<file path="src/rtl/eater_pkg.sv">
// Shared types and control-word bit positions for the eater core sequencer.
package eater_pkg;

    localparam int CW_WIDTH = 16;

    localparam int CW_HLT = 15;
    localparam int CW_MI  = 14;
    localparam int CW_RI  = 13;
    localparam int CW_RO  = 12;
    localparam int CW_IO  = 11;
    localparam int CW_II  = 10;
    localparam int CW_AI  = 9;
    localparam int CW_AO  = 8;
    localparam int CW_EO  = 7;
    localparam int CW_SU  = 6;
    localparam int CW_BI  = 5;
    localparam int CW_OI  = 4;
    localparam int CW_CE  = 3;
    localparam int CW_CO  = 2;
    localparam int CW_J   = 1;
    localparam int CW_FI  = 0;

    typedef logic [CW_WIDTH-1:0] cw_t;
    typedef logic [2:0]          step_t;

    typedef enum logic [3:0] {
        OP_NOP = 4'h0,
        OP_LDA = 4'h1,
        OP_ADD = 4'h2,
        OP_SUB = 4'h3,
        OP_STA = 4'h4,
        OP_LDI = 4'h5,
        OP_JMP = 4'h6,
        OP_JC  = 4'h7,
        OP_JZ  = 4'h8,
        OP_OUT = 4'hE,
        OP_HLT = 4'hF
    } opcode_t;

    typedef enum logic {
        S_RUN,
        S_HALT
    } seq_state_t;

    function automatic cw_t cw_bit(input int unsigned idx);
        return cw_t'(1) << idx;
    endfunction

endpackage

</file>
<file path="src/rtl/eater_microcode_rom.sv">
// Combinational microcode table: (opcode, T-state, flags) -> 16-bit control word.
module eater_microcode_rom
    import eater_pkg::*;
(
    input  opcode_t i_opcode,
    input  step_t   i_step,
    input  logic    i_flag_c,
    input  logic    i_flag_z,
    output cw_t     o_ctrl_word
);

    always_comb begin
        o_ctrl_word = '0;
        case (i_step)
            3'd0: o_ctrl_word = cw_bit(CW_MI) | cw_bit(CW_CO);
            3'd1: o_ctrl_word = cw_bit(CW_RO) | cw_bit(CW_II) | cw_bit(CW_CE);
            3'd2: begin
                case (i_opcode)
                    OP_LDA, OP_ADD, OP_SUB, OP_STA:
                        o_ctrl_word = cw_bit(CW_IO) | cw_bit(CW_MI);
                    OP_LDI: o_ctrl_word = cw_bit(CW_IO) | cw_bit(CW_AI);
                    OP_JMP: o_ctrl_word = cw_bit(CW_IO) | cw_bit(CW_J);
                    OP_JC:  if (i_flag_c) o_ctrl_word = cw_bit(CW_IO) | cw_bit(CW_J);
                    OP_JZ:  if (i_flag_z) o_ctrl_word = cw_bit(CW_IO) | cw_bit(CW_J);
                    OP_OUT: o_ctrl_word = cw_bit(CW_AO) | cw_bit(CW_OI);
                    OP_HLT: o_ctrl_word = cw_bit(CW_HLT);
                    default: o_ctrl_word = '0;
                endcase
            end
            3'd3: begin
                case (i_opcode)
                    OP_LDA:         o_ctrl_word = cw_bit(CW_RO) | cw_bit(CW_AI);
                    OP_ADD, OP_SUB: o_ctrl_word = cw_bit(CW_RO) | cw_bit(CW_BI);
                    OP_STA:         o_ctrl_word = cw_bit(CW_AO) | cw_bit(CW_RI);
                    default:        o_ctrl_word = '0;
                endcase
            end
            3'd4: begin
                case (i_opcode)
                    OP_ADD:  o_ctrl_word = cw_bit(CW_EO) | cw_bit(CW_AI) | cw_bit(CW_FI);
                    OP_SUB:  o_ctrl_word = cw_bit(CW_EO) | cw_bit(CW_AI) | cw_bit(CW_SU)
                                         | cw_bit(CW_FI);
                    default: o_ctrl_word = '0;
                endcase
            end
            default: o_ctrl_word = '0;
        endcase
    end

endmodule

</file>
<file path="src/rtl/eater_control_sequencer.sv">
// T-state sequencer: step counter, HLT latch and program-mode freeze around the microcode ROM.
module eater_control_sequencer
    import eater_pkg::*;
#(
    parameter bit EARLY_END = 1'b1,
    parameter int NUM_STEPS = 5
) (
    input  logic        fastClk,
    input  logic        rst,
    input  logic        step_en,
    input  logic        prog_mode,
    input  logic [3:0]  opcode,
    input  logic        flag_c,
    input  logic        flag_z,
    output logic [15:0] ctrl_word,
    output logic [2:0]  step,
    output logic        halted,
    output logic        instr_done
);

    localparam step_t LAST_STEP = step_t'(NUM_STEPS - 1);

    seq_state_t r_state, w_next_state;
    step_t      r_step,  w_next_step;
    logic       r_done,  w_next_done;

    opcode_t w_opcode;
    step_t   w_step_ahead;
    cw_t     w_cw_cur;
    cw_t     w_cw_ahead;

    assign w_opcode     = opcode_t'(opcode);
    assign w_step_ahead = step_t'(r_step + 3'd1);

    eater_microcode_rom u_rom_cur (
        .i_opcode    (w_opcode),
        .i_step      (r_step),
        .i_flag_c    (flag_c),
        .i_flag_z    (flag_z),
        .o_ctrl_word (w_cw_cur)
    );

    // Lookahead copy decides whether the remaining T-states are empty.
    eater_microcode_rom u_rom_ahead (
        .i_opcode    (w_opcode),
        .i_step      (w_step_ahead),
        .i_flag_c    (flag_c),
        .i_flag_z    (flag_z),
        .o_ctrl_word (w_cw_ahead)
    );

    always_ff @(posedge fastClk or posedge rst) begin
        if (rst) begin
            r_state <= S_RUN;
            r_step  <= '0;
            r_done  <= 1'b0;
        end else begin
            r_state <= w_next_state;
            r_step  <= w_next_step;
            r_done  <= w_next_done;
        end
    end

    always_comb begin
        w_next_state = r_state;
        w_next_step  = r_step;
        w_next_done  = 1'b0;
        if (prog_mode) begin
            w_next_state = S_RUN;
            w_next_step  = '0;
        end else if (step_en && r_state == S_RUN) begin
            // HLT takes priority over wrap so step parks on the HLT T-state.
            if (w_cw_cur[CW_HLT]) begin
                w_next_state = S_HALT;
            end else if (r_step == LAST_STEP || (EARLY_END && w_cw_ahead == '0)) begin
                w_next_step = '0;
                w_next_done = 1'b1;
            end else begin
                w_next_step = w_step_ahead;
            end
        end
    end

    always_comb begin
        ctrl_word = w_cw_cur;
        if (prog_mode)
            ctrl_word = '0;
        else if (r_state == S_HALT)
            ctrl_word = cw_bit(CW_HLT);
    end

    assign step       = r_step;
    assign halted     = (r_state == S_HALT);
    assign instr_done = r_done;

endmodule

</file>
<file path="config.mk">
export PLATFORM = sky130hd
export DESIGN_NAME = eater_control_sequencer
export DESIGN_NICKNAME = d
export VERILOG_FILES = /design/src/rtl/eater_pkg.sv /design/src/rtl/eater_microcode_rom.sv /design/src/rtl/eater_control_sequencer.sv
export SDC_FILE = /design/constraint.sdc
export NUM_CORES = 1
export LEC_CHECK = 0
export CAP_MARGIN = 20
export CORE_MARGIN = 4
export CORE_UTILIZATION = 41
export DETAILED_ROUTE_END_ITERATION = 8
export PLACE_DENSITY_LB_ADDON = 0.12
export SYNTH_ARGS = -nofsm -noshare
export SYNTH_HDL_FRONTEND = slang
export SYNTH_SLANG_ARGS = --single-unit
</file>
<file path="constraint.sdc">
create_clock -name fastClk -period 2.64 [get_ports fastClk]
set_clock_uncertainty 0.2 [all_clocks]
set_input_delay 0.396 -clock fastClk [delete_from_list [all_inputs] [get_ports fastClk]]
set_output_delay 0.396 -clock fastClk [all_outputs]
set_load 0.05 [all_outputs]
</file>
==> flow_metrics.env, run 1 <==
export IMPL_cp_cell_sequence="clkdlybuf4s50_1 -> buf_4 -> a21oi_1 -> nor2_1 -> nor3_1 -> and3_1 -> buf_12"
export IMPL_drt_met1_wl_um=950
export IMPL_cts_hold_buf=0
export IMPL_grt_usage_pct=18.4
export IMPL_tns_ps=0
export IMPL_yosys_warnings=0
export IMPL_arrival_ps=2000
export IMPL_syn_area_per_cell_um2=7.31
export IMPL_via_per_inst=5.85
export IMPL_synth_mux_area_share_pct=3.21
export IMPL_synth_fa_ha_area_share_pct=12.5
export IMPL_drt_total_wl_um=2210
export IMPL_gp_congestion=0.914
export IMPL_synth_compound_area_share_pct=21.9
export IMPL_comb_power_share_pct=55.3
export IMPL_synth_seq_cells=5
export IMPL_async_flop_share_pct=100
export IMPL_drc=0
export IMPL_dr_wl_met2_um=1090
export IMPL_p_leak_nw=0.553
export IMPL_synth_edff_count=0
export IMPL_finalHoldViolCount=0
export IMPL_p_sw_mw=0.162
export IMPL_ys_seq_area_share_pct=17.8
export IMPL_cts_tree="built"
export IMPL_cts_sinks=5
export IMPL_slew_headroom_pct=65.6
export IMPL_status="finished, final reports clean"
export IMPL_drt_initial_drc_count=25
export IMPL_grt_pass1_wl_um=3600
export IMPL_fp_dieH_um=49.4
export IMPL_synth_nets=113
export IMPL_hold_path_class="input pin to asynchronous set/reset pin"
export IMPL_antenna_found_initial=0
export IMPL_post_route_period_util_pct=98.3
export IMPL_io_buffer_count=30
export IMPL_tightest_slew_ps=515
export IMPL_slew_violations=0
export IMPL_globalRouteOverflowTotal=0
export IMPL_dpl_cell_area_um2=1260
export IMPL_nNetsFinal=153
export IMPL_postSynthCellCount=96
export IMPL_cts_buffers=3
export IMPL_timing_hold_ws_ps=151
export IMPL_core_area_um2=1560
export IMPL_grt_pass1_vias=848
export IMPL_final_cells=151
export IMPL_final_cell_area_um2=1310
export IMPL_fin_crit_ps=2600
export IMPL_vdd_ir_drop_worst_mv=0.472
export IMPL_first_pass_iters=4
export IMPL_yosys_area_share_simple_pct=34.0
export IMPL_vias=884
export IMPL_clk_pin_slew_ps=50
export IMPL_rsz0062_at_grt="false"
export IMPL_required_ps=2040
export IMPL_detail_route_antenna_nets=0
export IMPL_max_cap_violations=0
export IMPL_ys_flop_type="dfrtp_1"
export IMPL_fmaxAchievable_mhz=385
export IMPL_post_synth_num_cell_types=30
export IMPL_cts_root_buf="clkbuf_4"
export IMPL_io_pins=31
export IMPL_switching_share_pct=41.4
export IMPL_cpPeakStageDelay_ps=500
export IMPL_drt_wirelength_per_cell_um=14.7
export IMPL_clock_path_buffers=2
export IMPL_clock_latency_ps=240
export IMPL_slowest_stage="clkdlybuf4s50_1"
export IMPL_critPathKind="input pin to output pin"
export IMPL_syn_cell_area_um2=702
export IMPL_setup_viol=0
export IMPL_startpoint_type="input pin"
export IMPL_num_rows=14
export IMPL_final_fill_count=92
export IMPL_wl_met3_um=151
export IMPL_hpwl_um=1860
export IMPL_cts_setup_buffers=0
export IMPL_post_route_cells_drive_above_1_share_pct=34.1
export IMPL_die_area_um2=2440
export IMPL_cell_internal_pwr_mw=0.230
export IMPL_htreeDepth=1
export IMPL_n_antenna_cell=0
export IMPL_synth_xor_xnor_area_share_pct=0
export IMPL_seq_power_share_pct=21.9
export IMPL_top_layer_used="met4"
export IMPL_grt_max_degree=11
export IMPL_p_clk_share_pct=22.8
export IMPL_initial_utilization_pct=45.0
export IMPL_dp_cells=147
export IMPL_cp_end_kind="output pin"
export IMPL_p_per_area_nw_per_um2=299
export IMPL_cts_resized=0
export IMPL_areaGrowthSynthToFinish_pct=86.3
export IMPL_synth_top_family_by_area="simple AND/OR/NAND/NOR gates"
export IMPL_die_w_um=49.4
export IMPL_path_max_fanout=7
[cells in the final DEF, fill, tap and decap left out, types with 2 or more instances in the layout]
| master | n |
|---|---|
| buf_12 | 15 |
| dfrtp_1 | 4 |
| mux2_2 | 2 |
| clkbuf_4 | 3 |
| nand4_1 | 2 |
| nand2_1 | 5 |
| a32o_1 | 3 |
| and3_1 | 5 |
| nor3_2 | 3 |
| o21a_1 | 2 |
| nor2_1 | 11 |
| a21oi_1 | 7 |
| ha_1 | 6 |
| a21oi_2 | 2 |
| o31ai_2 | 2 |
| o21ai_0 | 4 |
| nand3_1 | 4 |
| clkdlybuf4s50_1 | 14 |
| buf_4 | 12 |
| nor3_1 | 3 |
| or3_1 | 2 |
| inv_1 | 8 |
[metrics by stage]
stage / power, mW / setup WS [ps] / util, %
5_1_grt: 0.416 / 3.25 / 83.9
2_1_floorplan: 0.211 / -161 / -
3_5_place_dp: 0.296 / 69.4 / 80.7
3_3_place_gp: 0.290 / 130 / 80.7
4_1_cts: 0.387 / -13.0 / 82.3
6_report: 0.392 / 43.9 / 83.9
[state kept, by name (all words and copies together) (netlist names)]
signal      flops
instr_done      1
halted          1
step            3
[layer usage]
metal,global-route usage (%),vias to the layer above
met2,30.4,48
met3,4.89,4
met4,8.29,0
li1,-,423
met1,22.2,409
met5,0,-
[synthesized netlist by cell type, drive strengths merged (3+ instances only)]
library cell | count | area [µm²]
nand2 | 5 | 18.8
ha | 7 | 87.6
and3 | 5 | 31.3
nor2 | 11 | 41.3
nor3 | 6 | 30.0
o31ai | 3 | 27.5
a32o | 3 | 30.0
dfrtp | 5 | 125
inv | 8 | 30.0
o21ai | 4 | 20.0
nand3 | 4 | 20.0
buf | 6 | 43.8
a21oi | 9 | 45.0
[cell type report]
cell class / instances / area [µm²] / area share, %
repair buffers: 41 / 531 / 40.6
well taps: 16 / 20.0 / 1.53
multi-input cells: 77 / 574 / 43.9
flip-flops and latches: 5 / 126 / 9.67
inverters: 8 / 30.0 / 2.30
clock buffers: 4 / 26.3 / 2.01
[power groups by stage]
stage / combinational, mW / sequential, mW / clock [mW]
finish: 0.217 / 0.0856 / 0.0894
global route: 0.230 / 0.0857 / 0.100
CTS: 0.210 / 0.0854 / 0.0923
detailed placement: 0.209 / 0.0865 / 0
global placement: 0.204 / 0.0859 / 0
floorplan: 0.109 / 0.102 / 0
[worst max-delay path: cells and delay by family]
kind,cells,cell delay [ps]
simple gates,3,570
buf+inv,3,850
compound gates,1,170
[final timing paths]
kind	start	to	slack, ps	depth (start not counted)
hold / removal	rst	instr_done	150	2
setup / recovery	opcode[2]	ctrl_word[11]	40	7
min in group fastClk	halted	halted	410	1
setup reg to reg	step[2]	instr_done	530	7
hold reg to reg	halted	halted	410	1
max in group asynchronous	rst	step[2]	1900	2
[cells by family (layout without fill, tap and decap cells)]
logic type	Yosys count	after routing
compound gates	23	23
fa+ha+maj	7	7
buf+inv	14	53
flops	5	5
mux	2	2
simple gates	45	45
Power figures use the tool's default switching activity.
==> run 2, diff against run 1 <==
- CORE_MARGIN: 4 -> 8
==> flow_metrics.env, run 2 (synthesized netlist as in run 1, its figures left out) <==
export IMPL_status="finished, final reports clean"
export IMPL_htreeDepth=1
export IMPL_initial_utilization_pct=42.0
export IMPL_grt_pass1_vias=866
export IMPL_rsz0062_at_grt="true"
export IMPL_cts_tree="built"
export IMPL_first_pass_iters=4
export IMPL_fin_crit_ps=2520
export IMPL_nNetsFinal=151
export IMPL_p_leak_nw=0.544
export IMPL_die_area_um2=3290
export IMPL_hold_path_class="input pin to asynchronous set/reset pin"
export IMPL_grt_usage_pct=12.9
export IMPL_cts_buffers=3
export IMPL_areaGrowthSynthToFinish_pct=85.2
export IMPL_fmaxAchievable_mhz=397
export IMPL_antenna_found_initial=0
export IMPL_vdd_ir_drop_worst_mv=0.297
export IMPL_reg2regPathDepth=7
export IMPL_num_rows=15
export IMPL_startpoint_type="flop"
export IMPL_via_per_inst=5.50
export IMPL_fp_dieH_um=57.4
export IMPL_gp_congestion=0.905
export IMPL_largest_reg_flops=3
export IMPL_drt_initial_drc_count=22
export IMPL_final_cells=150
export IMPL_path_max_fanout=4
export IMPL_dp_cells=146
export IMPL_drt_total_wl_um=2110
export IMPL_r2r_end="step[0]"
export IMPL_critPathKind="flop to output pin"
export IMPL_post_route_cells_drive_above_1_share_pct=33.1
export IMPL_cts_setup_buffers=0
export IMPL_p_per_area_nw_per_um2=295
export IMPL_mostFrequentLayoutCells="buf_12 (15), clkdlybuf4s50_1 (14), buf_4 (10)"
export IMPL_tightest_slew_ps=499
export IMPL_worst_slack_ps=124
export IMPL_post_route_period_util_pct=95.3
export IMPL_cp_startpoint="step[0]"
export IMPL_detail_route_antenna_nets=0
export IMPL_globalRouteOverflowTotal=0
export IMPL_finalHoldViolCount=0
export IMPL_cts_root_buf="clkbuf_4"
export IMPL_io_pins=31
export IMPL_place_ws_ps=104
export IMPL_drt_wirelength_per_cell_um=14.1
export IMPL_clk_pin_slew_ps=40
export IMPL_core_area_um2=1670
export IMPL_max_cap_violations=0
export IMPL_vias=825
export IMPL_setup_viol=0
export IMPL_slew_headroom_pct=66.7
export IMPL_required_ps=2040
export IMPL_final_common_cell="buf_12"
export IMPL_cts_sinks=5
export IMPL_endpoint="ctrl_word[9]"
export IMPL_hpwl_um=1840
export IMPL_cp_end_kind="output pin"
export IMPL_die_w_um=57.4
export IMPL_r2r_start="step[2]"
export IMPL_rrSetupSlack_ps=490
export IMPL_clock_latency_ps=230
export IMPL_timing_hold_ws_ps=155
export IMPL_drc=0
export IMPL_grt_pass1_wl_um=3550
export IMPL_io_buffer_count=30
export IMPL_arrival_ps=1920
export IMPL_grt_max_degree=10
export IMPL_n_antenna_cell=0
export IMPL_cts_hold_buf=0
export IMPL_slew_violations=0
export IMPL_clock_path_buffers=2
[run 2: changes by cell type in the layout (fill, tap and decap cells not counted), sizes merged]
cell / delta
buf: -2
[run 2: through the flow]
step	total power [mW]	area [µm²]	util (%)	setup TNS (ps)
after floorplan	0.211	751	-	-469
after global placement	0.290	1240	74.5	0
after detailed placement	0.293	1240	74.5	0
after CTS	0.384	1270	76.3	0
after global routing	0.407	1300	77.8	0
final	0.384	1300	77.8	0
[run 2: worst max-delay path, stage by stage, from the launching register on]
cell and delay [ps]:
dfrtp_1 400, inv_1 130, ha_1 210, nor2b_2 230
mux2_2 190, nand3_1 90, a21oi_1 270, buf_12 180
[run 2: cell type report]
class / count / area [µm²]
clock buffer: 4 / 26.3
fill: 111 / 370
inverter: 8 / 30.0
multi-input combinational: 77 / 582
sequential: 5 / 125
tap: 17 / 21.3
timing repair buffer: 39 / 515
[run 2: timing repair]
item,4_1_cts,5_1_grt
setup endpoints to repair,1,6
pin swaps,0,2
resized for setup,1,6
[run 2: metal layers]
metal / track usage (%) / up-vias / share of wire [%]
met5: 0 / - / 0
met2: 25.9 / 22 / 57
met1: 12.0 / 385 / 38
met3: 2.47 / 0 / 4.7
met4: 6.07 / 0 / 0
li1: - / 418 / -
[run 2: power breakdown]
| group | switching, mW | internal [mW] |
|---|---|---|
| Sequential | 0.00411 | 0.0814 |
| Clock | 0.0276 | 0.0569 |
| Combinational | 0.124 | 0.0899 |
[run 2: worst min-delay path by stage]
| stage | startpoint | to | slack (ps) | cells past startpoint |
|---|---|---|---|---|
| 5_1_grt | rst | instr_done | 200 | 2 |
| 3_3_place_gp | halted | halted | 370 | 1 |
| 6_report | rst | instr_done | 160 | 2 |
| 4_1_cts | rst | instr_done | 150 | 2 |
| 2_1_floorplan | rst | halted | -30 | 1 |
| 3_5_place_dp | halted | halted | 380 | 1 |
